$ cat src/rtl/half_word_feeder_pkg.sv
// Shared types and constants for the half-word feeder and the zero-count
// stage that consumes its 16-bit output stream.
package half_word_feeder_pkg;

  localparam int HALF_W     = 16;
  localparam int WORD_W     = 32;
  localparam int DEF_ADDR_W = 7;
  localparam int DEF_CNT_W  = 8;

  typedef enum logic [2:0] {
    ST_IDLE,
    ST_FETCH,
    ST_WAIT,
    ST_EMIT_LO,
    ST_EMIT_HI,
    ST_FIN
  } fsm_state_e;

endpackage

$ cat src/rtl/half_word_feeder_fsm.sv
// Control for the half-word feeder: state register, read-address counter and
// remaining-word counter. Optional prefetch of the next word while the
// current one is being emitted: HALF_WORD_FEEDER_PREFETCH_EN.
//
// rem_q counts the words still to be emitted *after* the word currently held
// in the top-level word register, so out_last is simply rem_q == 0 in EMIT_HI.
module half_word_feeder_fsm
  import half_word_feeder_pkg::*;
#(
  parameter int ADDR_W = DEF_ADDR_W,
  parameter int CNT_W  = DEF_CNT_W
) (
  input  logic              clk_i,
  input  logic              rst_ni,
  input  logic              start_i,
  input  logic [ADDR_W-1:0] base_addr_i,
  input  logic [CNT_W-1:0]  word_count_i,
  input  logic              out_ready_i,
`ifdef HALF_WORD_FEEDER_PREFETCH_EN
  output logic              pf_ld_o,
  output logic              pf_use_o,
`endif
  output fsm_state_e        state_o,
  output logic              rd_en_o,
  output logic [ADDR_W-1:0] rd_addr_o,
  output logic              word_ld_o,
  output logic              rem_zero_o
);

  localparam logic [ADDR_W-1:0] ADDR_ONE = ADDR_W'(1);
  localparam logic [CNT_W-1:0]  CNT_ONE  = CNT_W'(1);

  fsm_state_e        state_q, state_d;
  logic [ADDR_W-1:0] addr_q, addr_d;
  logic [CNT_W-1:0]  rem_q, rem_d;

`ifdef HALF_WORD_FEEDER_PREFETCH_EN
  // pf_iss_q: next word already requested for the word now in EMIT_LO/HI.
  // pf_ld_q:  read data arrives this cycle and goes to the prefetch register.
  logic pf_iss_q, pf_iss_d;
  logic pf_ld_q, pf_ld_d;
  logic pf_use;

  // Prefetch bookkeeping; reset drops any read still in flight.
  always_ff @(posedge clk_i) begin
    if (!rst_ni) begin
      pf_iss_q <= 1'b0;
      pf_ld_q  <= 1'b0;
    end else begin
      pf_iss_q <= pf_iss_d;
      pf_ld_q  <= pf_ld_d;
    end
  end

  assign pf_ld_o  = pf_ld_q;
  assign pf_use_o = pf_use;
`endif

  // State, address and remaining-count registers.
  always_ff @(posedge clk_i) begin
    if (!rst_ni) begin
      state_q <= ST_IDLE;
      addr_q  <= '0;
      rem_q   <= '0;
    end else begin
      state_q <= state_d;
      addr_q  <= addr_d;
      rem_q   <= rem_d;
    end
  end

  // Next-state, counter updates and read strobe.
  always_comb begin
    state_d   = state_q;
    addr_d    = addr_q;
    rem_d     = rem_q;
    rd_en_o   = 1'b0;
    word_ld_o = 1'b0;
`ifdef HALF_WORD_FEEDER_PREFETCH_EN
    pf_iss_d  = pf_iss_q;
    pf_ld_d   = 1'b0;
    pf_use    = 1'b0;
`endif
    case (state_q)
      ST_IDLE: begin
        if (start_i) begin
          if (word_count_i != '0) begin
            addr_d  = base_addr_i;
            rem_d   = word_count_i;
            state_d = ST_FETCH;
          end else begin
            state_d = ST_FIN;
          end
        end
      end
      ST_FETCH: begin
        rd_en_o = 1'b1;
        state_d = ST_WAIT;
      end
      ST_WAIT: begin
        // rem_q >= 1 here: FETCH is only entered with words outstanding.
        word_ld_o = 1'b1;
        addr_d    = addr_q + ADDR_ONE;
        rem_d     = rem_q - CNT_ONE;
        state_d   = ST_EMIT_LO;
      end
      ST_EMIT_LO: begin
`ifdef HALF_WORD_FEEDER_PREFETCH_EN
        // First LO cycle: request the next word so it is ready for the
        // HI handshake even with out_ready held high.
        if (!pf_iss_q && rem_q != '0) begin
          rd_en_o  = 1'b1;
          addr_d   = addr_q + ADDR_ONE;
          pf_iss_d = 1'b1;
          pf_ld_d  = 1'b1;
        end
`endif
        if (out_ready_i) state_d = ST_EMIT_HI;
      end
      ST_EMIT_HI: begin
        if (out_ready_i) begin
          if (rem_q == '0) begin
            state_d = ST_FIN;
          end else begin
`ifdef HALF_WORD_FEEDER_PREFETCH_EN
            pf_use   = 1'b1;
            pf_iss_d = 1'b0;
            rem_d    = rem_q - CNT_ONE;
            state_d  = ST_EMIT_LO;
`else
            state_d  = ST_FETCH;
`endif
          end
        end
      end
      ST_FIN:  state_d = ST_IDLE;
      default: state_d = ST_IDLE;
    endcase
  end

  assign state_o    = state_q;
  assign rd_addr_o  = addr_q;
  assign rem_zero_o = (rem_q == '0);

endmodule

$ cat src/rtl/half_word_feeder.sv
// Streams a run of 32-bit memory words as 16-bit halves (low first) over a
// valid/ready interface. Optional next-word prefetch for 2 cycles/word:
// HALF_WORD_FEEDER_PREFETCH_EN.
module half_word_feeder
  import half_word_feeder_pkg::*;
#(
  parameter int ADDR_W = DEF_ADDR_W,
  parameter int CNT_W  = DEF_CNT_W
) (
  input  logic              CLK,
  input  logic              RST_X,
  input  logic              start,
  input  logic [ADDR_W-1:0] base_addr,
  input  logic [CNT_W-1:0]  word_count,
  output logic              busy,
  output logic              done,
  output logic              mem_rd_en,
  output logic [ADDR_W-1:0] mem_rd_addr,
  input  logic [WORD_W-1:0] mem_rd_data,
  output logic              out_valid,
  input  logic              out_ready,
  output logic [HALF_W-1:0] out_data,
  output logic              out_hi,
  output logic              out_last
);

  fsm_state_e        state;
  logic              rem_zero;
  logic              word_ld;
  logic [WORD_W-1:0] word_q, word_d;

`ifdef HALF_WORD_FEEDER_PREFETCH_EN
  logic              pf_ld;
  logic              pf_use;
  logic [WORD_W-1:0] pf_q;
`endif

  half_word_feeder_fsm #(
    .ADDR_W (ADDR_W),
    .CNT_W  (CNT_W)
  ) u_fsm (
    .clk_i        (CLK),
    .rst_ni       (RST_X),
    .start_i      (start),
    .base_addr_i  (base_addr),
    .word_count_i (word_count),
    .out_ready_i  (out_ready),
`ifdef HALF_WORD_FEEDER_PREFETCH_EN
    .pf_ld_o      (pf_ld),
    .pf_use_o     (pf_use),
`endif
    .state_o      (state),
    .rd_en_o      (mem_rd_en),
    .rd_addr_o    (mem_rd_addr),
    .word_ld_o    (word_ld),
    .rem_zero_o   (rem_zero)
  );

`ifdef HALF_WORD_FEEDER_PREFETCH_EN
  // Prefetch register: holds the next word until the current HI half is taken.
  always_ff @(posedge CLK) begin
    if (!RST_X)     pf_q <= '0;
    else if (pf_ld) pf_q <= mem_rd_data;
  end

  // Word source: fresh read in WAIT, else the prefetched word; if the
  // prefetch returns in the same cycle as the HI handshake, bypass it.
  always_comb begin
    word_d = word_q;
    if (word_ld)     word_d = mem_rd_data;
    else if (pf_use) word_d = pf_ld ? mem_rd_data : pf_q;
  end
`else
  // Word source: read data returned during WAIT.
  always_comb begin
    word_d = word_q;
    if (word_ld) word_d = mem_rd_data;
  end
`endif

  // Word register; only changes between words, so halves stay stable on stall.
  always_ff @(posedge CLK) begin
    if (!RST_X) word_q <= '0;
    else        word_q <= word_d;
  end

  // Status and stream outputs decoded from state only (no ready->valid path).
  always_comb begin
    busy      = 1'b0;
    done      = 1'b0;
    out_valid = 1'b0;
    out_hi    = 1'b0;
    out_last  = 1'b0;
    out_data  = '0;
    case (state)
      ST_FETCH, ST_WAIT: busy = 1'b1;
      ST_EMIT_LO: begin
        busy      = 1'b1;
        out_valid = 1'b1;
        out_data  = word_q[HALF_W-1:0];
      end
      ST_EMIT_HI: begin
        busy      = 1'b1;
        out_valid = 1'b1;
        out_hi    = 1'b1;
        out_last  = rem_zero;
        out_data  = word_q[WORD_W-1:HALF_W];
      end
      ST_FIN:  done = 1'b1;
      default: ;
    endcase
  end

endmodule

$ cat config.mk
export PLATFORM = sky130hd
export DESIGN_NAME = half_word_feeder
export DESIGN_NICKNAME = d
export VERILOG_FILES = /design/src/rtl/half_word_feeder_pkg.sv /design/src/rtl/half_word_feeder_fsm.sv /design/src/rtl/half_word_feeder.sv
export SDC_FILE = /design/constraint.sdc
export NUM_CORES = 1
export LEC_CHECK = 0
export CELL_PAD_IN_SITES_DETAIL_PLACEMENT = 0
export CELL_PAD_IN_SITES_GLOBAL_PLACEMENT = 1
export CORE_MARGIN = 8
export CORE_UTILIZATION = 26
export DETAILED_ROUTE_END_ITERATION = 10
export HOLD_SLACK_MARGIN = 0.05
export PLACE_DENSITY = 0.71
export SLEW_MARGIN = 20
export SYNTH_ARGS = -nofsm -noshare
export SYNTH_HDL_FRONTEND = slang
export SYNTH_HIERARCHICAL = 1
export SYNTH_SLANG_ARGS = --single-unit
$ cat constraint.sdc
create_clock -name CLK -period 2 [get_ports CLK]
set_clock_uncertainty 0.15 [all_clocks]
set_input_delay 0.3 -clock CLK [delete_from_list [all_inputs] [get_ports CLK]]
set_output_delay 0.3 -clock CLK [all_outputs]
set_load 0.05 [all_outputs]
==> summary.txt, run 1 <==
antenna violations before repair -> 0
WP buf/inv -> 4
row count -> 35
max-slew violations -> 0
number of enable flip-flop cells after synthesis -> 0
total congestion overflow after global routing -> 0
number of cells after detailed placement -> 468
area added between synthesis and finish -> 70.1%
number of storage elements in the synthesis netlist -> 50
sequence of cells on the critical path -> buf_6, nor3b_4, buf_12, buf_16, a22o_4, buf_12
arrival time of data at the critical path endpoint -> 1600 ps
clock tree root driver cell -> sky130_fd_sc_hd__clkbuf_8
count of maximum capacitance violations -> 0
Final Non-Filler Cells -> 488
post-synth cell types -> 49
Die Y -> 114 um
wire length of the first global-routing pass -> 12.6 mm
max incr delay on CP -> 340 ps
normalized max-slew margin -> 66.1%
All-Layer GR Usage -> 12.1%
TritonCTS clock tree -> built
number of clock sinks -> 50
crit-path max FO -> 5
post-layout minimum cycle time -> 2050 ps
initial cell density of the core -> 26.8%
highest achievable clock rate -> 0.488 GHz
Max IR drop VDD -> 0.000321 V
area of placed instances -> 3740 um2
Synth Instances -> 253
leakage -> 0.00163 uW
fin crit share -> 102%
Post-Syn Nets -> 307
post-route standard cell area excluding fillers -> 4220 um2
clk slew on worst S/H paths -> 110 ps
total power density per cell area -> 608 nW/um2
via count of the first global-routing pass -> 2,446
detailed-routing iteration count for the pre-antenna-repair pass -> 4
setup violation total in the final timing report -> 17
Die Area -> 12,900 um2
core outline area -> 9240 um2
number of DRC violations after detailed-routing iteration 0 -> 76
sequential share of the synthesized area -> 40.4%
I/O pin count -> 80
maximum number of pins on one net before global-route repair -> 33
count of input and output buffers -> 79
final core occ -> 45.6%
Remaining DRCs -> 0
cell repeated most along the worst path -> sky130_fd_sc_hd__buf_12
routability congestion estimate from global placement -> 0.824
number of warnings issued by yosys -> 6
critical path data required time -> 1550 ps
proportion of layout cells with a drive suffix above 1 -> 30.1%
slew at the pin closest to its max-slew limit -> 507 ps
Chip Width -> 114 um
nets -> 412
class of the tightest hold or removal check -> register to register
count of inserted antenna diode cells -> 0
overall power after layout -> 2570 uW
Post-synth ARST share -> 0%
total clock buffers created by CTS -> 5
Detailed Route WL -> 7.78 mm
critical path class -> register to output port
average routed wire per standard cell -> 15.9 um
commonest cells after routing, fill and taps aside -> sky130_fd_sc_hd__clkdlybuf4s50_1, sky130_fd_sc_hd__dfxtp_1, sky130_fd_sc_hd__nor2b_1
cell type group with the largest total delay on the critical path -> buffers and inverters
count of final hold-check violations -> 0
element type at the critical path end -> output port
Max Buffers Root-to-Sink -> 2
failing checks -> negative setup slack
Slowest cell on crit path -> sky130_fd_sc_hd__dfxtp_2
final worst setup slack -> -48.5 ps
H-tree depth -> 2
number of vias in the routed layout -> 2,328
RSZ-0062 raised after global routing -> yes
Clock Latency Late Sink -> 320 ps
placed wire-length estimate after detailed placement -> 5.26 mm
result of the run -> finished, violations left
most instantiated flip-flop cell in the synthesis netlist -> sky130_fd_sc_hd__dfxtp_1
mean cell area of the mapped netlist -> 9.80 um2
Critical Path Start Type -> register
post-detailed-route count of antenna-violating nets -> 0
Synth Cell Area -> 2480 um2
commonest non-fill, non-tap cell in the layout -> sky130_fd_sc_hd__clkdlybuf4s50_1
vias per cell -> 4.77
tightest hold margin -> 329 ps
registers in the layout (all words and copies together), names as in the netlist:
name             cells
word_q              32
u_fsm/rem_q          8
u_fsm/state_o        3
u_fsm/rd_addr_o      7
repair_timing:
item / in CTS / in global routing
endpoints found under the hold margin: 0 / 0
gates cloned: 3 / 0
hold buffers: 0 / 0
setup endpoints to repair: 18 / 48
gates resized for setup: 27 / 13
setup buffers: 6 / 20
pin swaps: 10 / 14
cell usage after synthesis, types with 2 or more instances:
master	instances	area, um2
sky130_fd_sc_hd__a211oi_1	5	37.5
sky130_fd_sc_hd__ha_1	3	37.5
sky130_fd_sc_hd__buf_6	3	33.8
sky130_fd_sc_hd__inv_1	5	18.8
sky130_fd_sc_hd__a2bb2oi_1	5	43.8
sky130_fd_sc_hd__a21oi_1	6	30.0
sky130_fd_sc_hd__clkbuf_1	6	22.5
sky130_fd_sc_hd__nor3b_1	3	22.5
sky130_fd_sc_hd__nor4_1	2	12.5
sky130_fd_sc_hd__nand2_1	13	48.8
sky130_fd_sc_hd__o211ai_1	2	15.0
sky130_fd_sc_hd__and3_1	3	18.8
sky130_fd_sc_hd__buf_4	4	30.0
sky130_fd_sc_hd__nor2b_1	33	206
sky130_fd_sc_hd__nand4_1	3	18.8
sky130_fd_sc_hd__o22a_1	2	17.5
sky130_fd_sc_hd__a22oi_1	2	15.0
sky130_fd_sc_hd__buf_2	2	10.0
sky130_fd_sc_hd__nand3_1	5	25.0
sky130_fd_sc_hd__o21ai_1	2	10.0
sky130_fd_sc_hd__o22ai_1	7	43.8
sky130_fd_sc_hd__and3b_2	2	20.0
sky130_fd_sc_hd__a22o_2	16	160
sky130_fd_sc_hd__or4_1	3	22.5
sky130_fd_sc_hd__o21a_1	2	15.0
sky130_fd_sc_hd__nor2_1	6	22.5
sky130_fd_sc_hd__o21ai_0	6	30.0
sky130_fd_sc_hd__dfxtp_1	50	1000
sky130_fd_sc_hd__mux2i_1	32	320
cells by family (layout without fill, tap and decap cells):
| group | count (synthesis) | count (layout) | share of synthesized area (%) |
|---|---|---|---|
| simple gates | 83 | 83 | 20.7 |
| compound gates | 62 | 62 | 19.2 |
| flops | 50 | 50 | 40.4 |
| mux | 32 | 32 | 12.9 |
| buf+inv | 22 | 128 | 4.95 |
| fa+ha+maj | 3 | 3 | 1.51 |
| xor+xnor | 1 | 1 | 0.353 |
final cells by class:
| class | instances | area (um2) |
|---|---|---|
| fill | 895 | 5020 |
| timing repair buffer | 113 | 1400 |
| sequential | 50 | 1010 |
| clock inverter | 3 | 28.8 |
| clock buffer | 5 | 68.8 |
| inverter | 7 | 28.8 |
| tap | 129 | 161 |
| multi-input combinational | 181 | 1520 |
layer usage:
metal  vias up  share of wire, %  track usage [%]
met5         -                 0                0
met4         0              0.78             3.37
met3         6               5.6             3.43
met2        69                45             18.8
met1      1107                49             15.9
li1       1146                 -                -
metrics by stage:
step / setup TNS [ps] / setup slack [ps]
after CTS: -891 / -61.2
after global routing: -1320 / -80.5
after floorplan: -176 / -8.81
final: -639 / -48.5
after detailed placement: -3790 / -326
after global placement: -3180 / -274
where the power goes:
part	leakage, uW	switching, uW	internal [uW]
sequential	0.000411	82.9	1080
clock	0.0000506	390	263
combinational	0.00117	355	397
path summary, 6_finish.rpt:
path,start,endpoint,slack (ps),cells after the start
worst max-delay path,u_fsm/state_o[2]$_SDFFE_PN0P_,out_data[3],-50,6
worst min-delay path,u_fsm/rem_q[0]$_SDFFE_PN0P_,u_fsm/rem_q[0]$_SDFFE_PN0P_,330,1
worst max register to register,u_fsm/state_o[2]$_SDFFE_PN0P_,u_fsm/rd_addr_o[5]$_SDFFE_PN0P_,40,7
worst min register to register,u_fsm/rem_q[0]$_SDFFE_PN0P_,u_fsm/rem_q[0]$_SDFFE_PN0P_,330,1
worst reg2reg max path: stages (launching register included):
cell	delay (ps)
sky130_fd_sc_hd__dfxtp_2	340
sky130_fd_sc_hd__buf_4	130
sky130_fd_sc_hd__or3b_1	460
sky130_fd_sc_hd__inv_4	170
sky130_fd_sc_hd__buf_4	180
sky130_fd_sc_hd__nand4_1	120
sky130_fd_sc_hd__o22a_1	210
sky130_fd_sc_hd__a21oi_1	130
Note: power is estimated with default switching activity, not from simulation.
==> run 2, diff against run 1 <==
Settings changed: GPL_ROUTABILITY_DRIVEN set to 0, PLACE_DENSITY 0.71 to 0.69.
Clock period 2 ns to 2.15 ns, I/O delays scaled along.
==> run 2 against run 1 <==
The run now ends clean. Via count fell by 6.1%. Combinational power decreased by 15%. Power decreased by 7.0%. Sequential cell count did not move. Sequential power shrank 8%. Die area is the same. Worst hold slack improved by 13 ps. Count of clock-buffer cells in the layout did not move. Design area shrank 8.8%. Critical endpoint is now out_last. Largest power group unchanged.
==> summary.txt, run 2 (synthesis gave the netlist of run 1 again) <==
result of the run -> finished, final reports clean
Max Buffers Root-to-Sink -> 2 (unchanged)
arrival time of data at the critical path endpoint -> 1570 ps (-30 ps)
wire length of the first global-routing pass -> 11.5 mm (-9.0%)
proportion of layout cells with a drive suffix above 1 -> 22.9% (-7.2 points)
crit-path max FO -> 7 (+2)
count of input and output buffers -> 79 (unchanged)
row count -> 35 (unchanged)
final setup TNS -> 0 ps (+639 ps)
tightest hold margin -> 342 ps (+13.5 ps)
average routed wire per standard cell -> 14.9 um (-6.7%)
element type at the critical path end -> output port
Critical Path Start Type -> register
class of the tightest hold or removal check -> register to register
post-layout minimum cycle time -> 2050 ps
number of DRC violations after detailed-routing iteration 0 -> 76 (unchanged)
Clock Latency Late Sink -> 300 ps (-20 ps)
commonest non-fill, non-tap cell in the layout -> sky130_fd_sc_hd__clkdlybuf4s50_1
RSZ-0062 raised after global routing -> no
highest achievable clock rate -> 0.489 GHz
placed wire-length estimate after detailed placement -> 5.17 mm (-1.7%)
Remaining DRCs -> 0 (unchanged)
initial cell density of the core -> 26.8% (unchanged)
clock tree root driver cell -> sky130_fd_sc_hd__clkbuf_8
area of all sequential standard cells -> 1000 um2 (-0.62%)
total clock buffers created by CTS -> 5 (unchanged)
total power density per cell area -> 621 nW/um2 (+2.0%)
leakage -> 0.00139 uW (-15%)
setup fix buffers added after clock tree synthesis -> 0 (-6)
I/O pin count -> 80 (unchanged)
Slowest cell on crit path -> sky130_fd_sc_hd__dfxtp_2
setup violation total in the final timing report -> 0 (-17)
slew at the pin closest to its max-slew limit -> 510 ps (+3.03 ps)
Final Non-Filler Cells -> 474 (-2.9%)
commonest cells after routing, fill and taps aside -> sky130_fd_sc_hd__clkdlybuf4s50_1, sky130_fd_sc_hd__dfxtp_1, sky130_fd_sc_hd__nor2b_1
Max IR drop VDD -> 0.000242 V (-25%)
Die Y -> 114 um (unchanged)
number of clock sinks -> 50 (unchanged)
max-slew violations -> 0 (unchanged)
max incr delay on CP -> 360 ps (+20 ps)
antenna violations before repair -> 0 (unchanged)
core outline area -> 9240 um2 (unchanged)
WL met3 -> 499 um (+14%)
wire length on met2 -> 2.85 mm (-18%)
post-detailed-route count of antenna-violating nets -> 0 (unchanged)
count of final hold-check violations -> 0 (unchanged)
Die Area -> 12,900 um2 (unchanged)
fillers -> 919 (+2.7%)
count of inserted antenna diode cells -> 0 (unchanged)
Chip Width -> 114 um (unchanged)
Reg with most FFs -> word_q
WL met1 -> 3.62 mm (-4.5%)
number of vias in the routed layout -> 2,185 (-6.1%)
top routing layer in use -> met4
fin crit share -> 95.2%
critical path class -> register to output port
total congestion overflow after global routing -> 0 (unchanged)
Detailed Route WL -> 7.05 mm (-9.4%)
H-tree depth -> 2 (unchanged)
via count of the first global-routing pass -> 2,231 (-8.8%)
number of cells after detailed placement -> 466 (-0.43%)
multi-input logic area -> 1370 um2 (-10%)
vias per cell -> 4.61 (-3.4%)
count of maximum capacitance violations -> 0 (unchanged)
critical path data required time -> 1680 ps (+130 ps)
maximum number of pins on one net before global-route repair -> 33 (unchanged)
normalized max-slew margin -> 65.9% (-0.25 points)
sequence of cells on the critical path -> nor4_2, buf_4, and3_1, and2_2, buf_12
area added between synthesis and finish -> 55.2%
number of flip-flops under the largest register name -> 32 (unchanged)
detailed-routing iteration count for the pre-antenna-repair pass -> 4 (unchanged)
clk slew on worst S/H paths -> 90 ps (-20 ps)
nets -> 398 (-3.4%)
All-Layer GR Usage -> 10.9% (-1.2 points)
TritonCTS clock tree -> built
-- run 2: cell count changes in the layout (fill, tap and decap cells not counted), moves of 5 or more --
| cell | change |
|---|---|
| sky130_fd_sc_hd__a22o_2 | +16 |
| sky130_fd_sc_hd__a22o_4 | -16 |
| sky130_fd_sc_hd__buf_4 | -9 |
| sky130_fd_sc_hd__clkdlybuf4s50_1 | +6 |
| sky130_fd_sc_hd__dfxtp_1 | +5 |
| sky130_fd_sc_hd__dfxtp_2 | -5 |
-- run 2: cell type report --
type                       count  area share, %
multi-input combinational    181           35.6
timing repair buffer          99           30.4
sequential                    50           26.1
tap                          129           4.20
clock buffer                   5           1.79
clock inverter                 3           1.24
inverter                       7          0.683
-- run 2: path summary, 6_finish.rpt --
check / from / endpoint / slack, ps / cells past startpoint
worst min-delay path: u_fsm/rd_addr_o[6]$_SDFFE_PN0P_ / u_fsm/rd_addr_o[6]$_SDFFE_PN0P_ / 340 / 2
worst max-delay path: u_fsm/rem_q[3]$_SDFFE_PN0P_ / out_last / 100 / 5
worst min register to register: u_fsm/rd_addr_o[6]$_SDFFE_PN0P_ / u_fsm/rd_addr_o[6]$_SDFFE_PN0P_ / 340 / 2
worst max register to register: u_fsm/state_o[1]$_SDFFE_PN0P_ / u_fsm/rem_q[4]$_SDFFE_PN0P_ / 210 / 5
-- run 2: per-stage QoR --
stage	util (%)	cell area [um2]	power [uW]	worst slack [ps]
after global placement	40.3	3720	1720	-150
after floorplan	-	2480	1440	64.0
after global routing	41.6	3850	2510	5.58
final	41.6	3850	2390	104
after CTS	41.5	3840	2410	15.5
after detailed placement	40.3	3720	1720	-166
-- run 2: report_power, final --
part | total [uW] | switching [uW] | internal (uW)
Clock | 683 | 330 | 353
Sequential | 1070 | 64.7 | 1000
Combinational | 639 | 310 | 328
Total | 2390 | 705 | 1680
-- run 2: worst max-delay path: cells and delay by family (launching register included) --
kind,cells,cell delay [ps]
buf+inv,2,290
flops,1,360
simple gates,3,600
-- run 2: routing by layer --
| metal | track usage, % | vias up |
|---|---|---|
| li1 | - | 1114 |
| met3 | 3.38 | 7 |
| met4 | 3.37 | 0 |
| met1 | 14.8 | 986 |
| met2 | 15.9 | 78 |
| met5 | 0 | - |
-- run 2: what timing repair did --
item	CTS	global route
hold buffers	0	0
resized for setup	0	3
setup endpoints to repair	0	18
==> run 3, diff against run 2 <==
Settings changed: CTS_CLUSTER_SIZE set to 14, HOLD_SLACK_MARGIN 0.05 to 0.08.
==> results of run 3 <==
No change in the layout: final DEF, timing and power equal those of run 2.
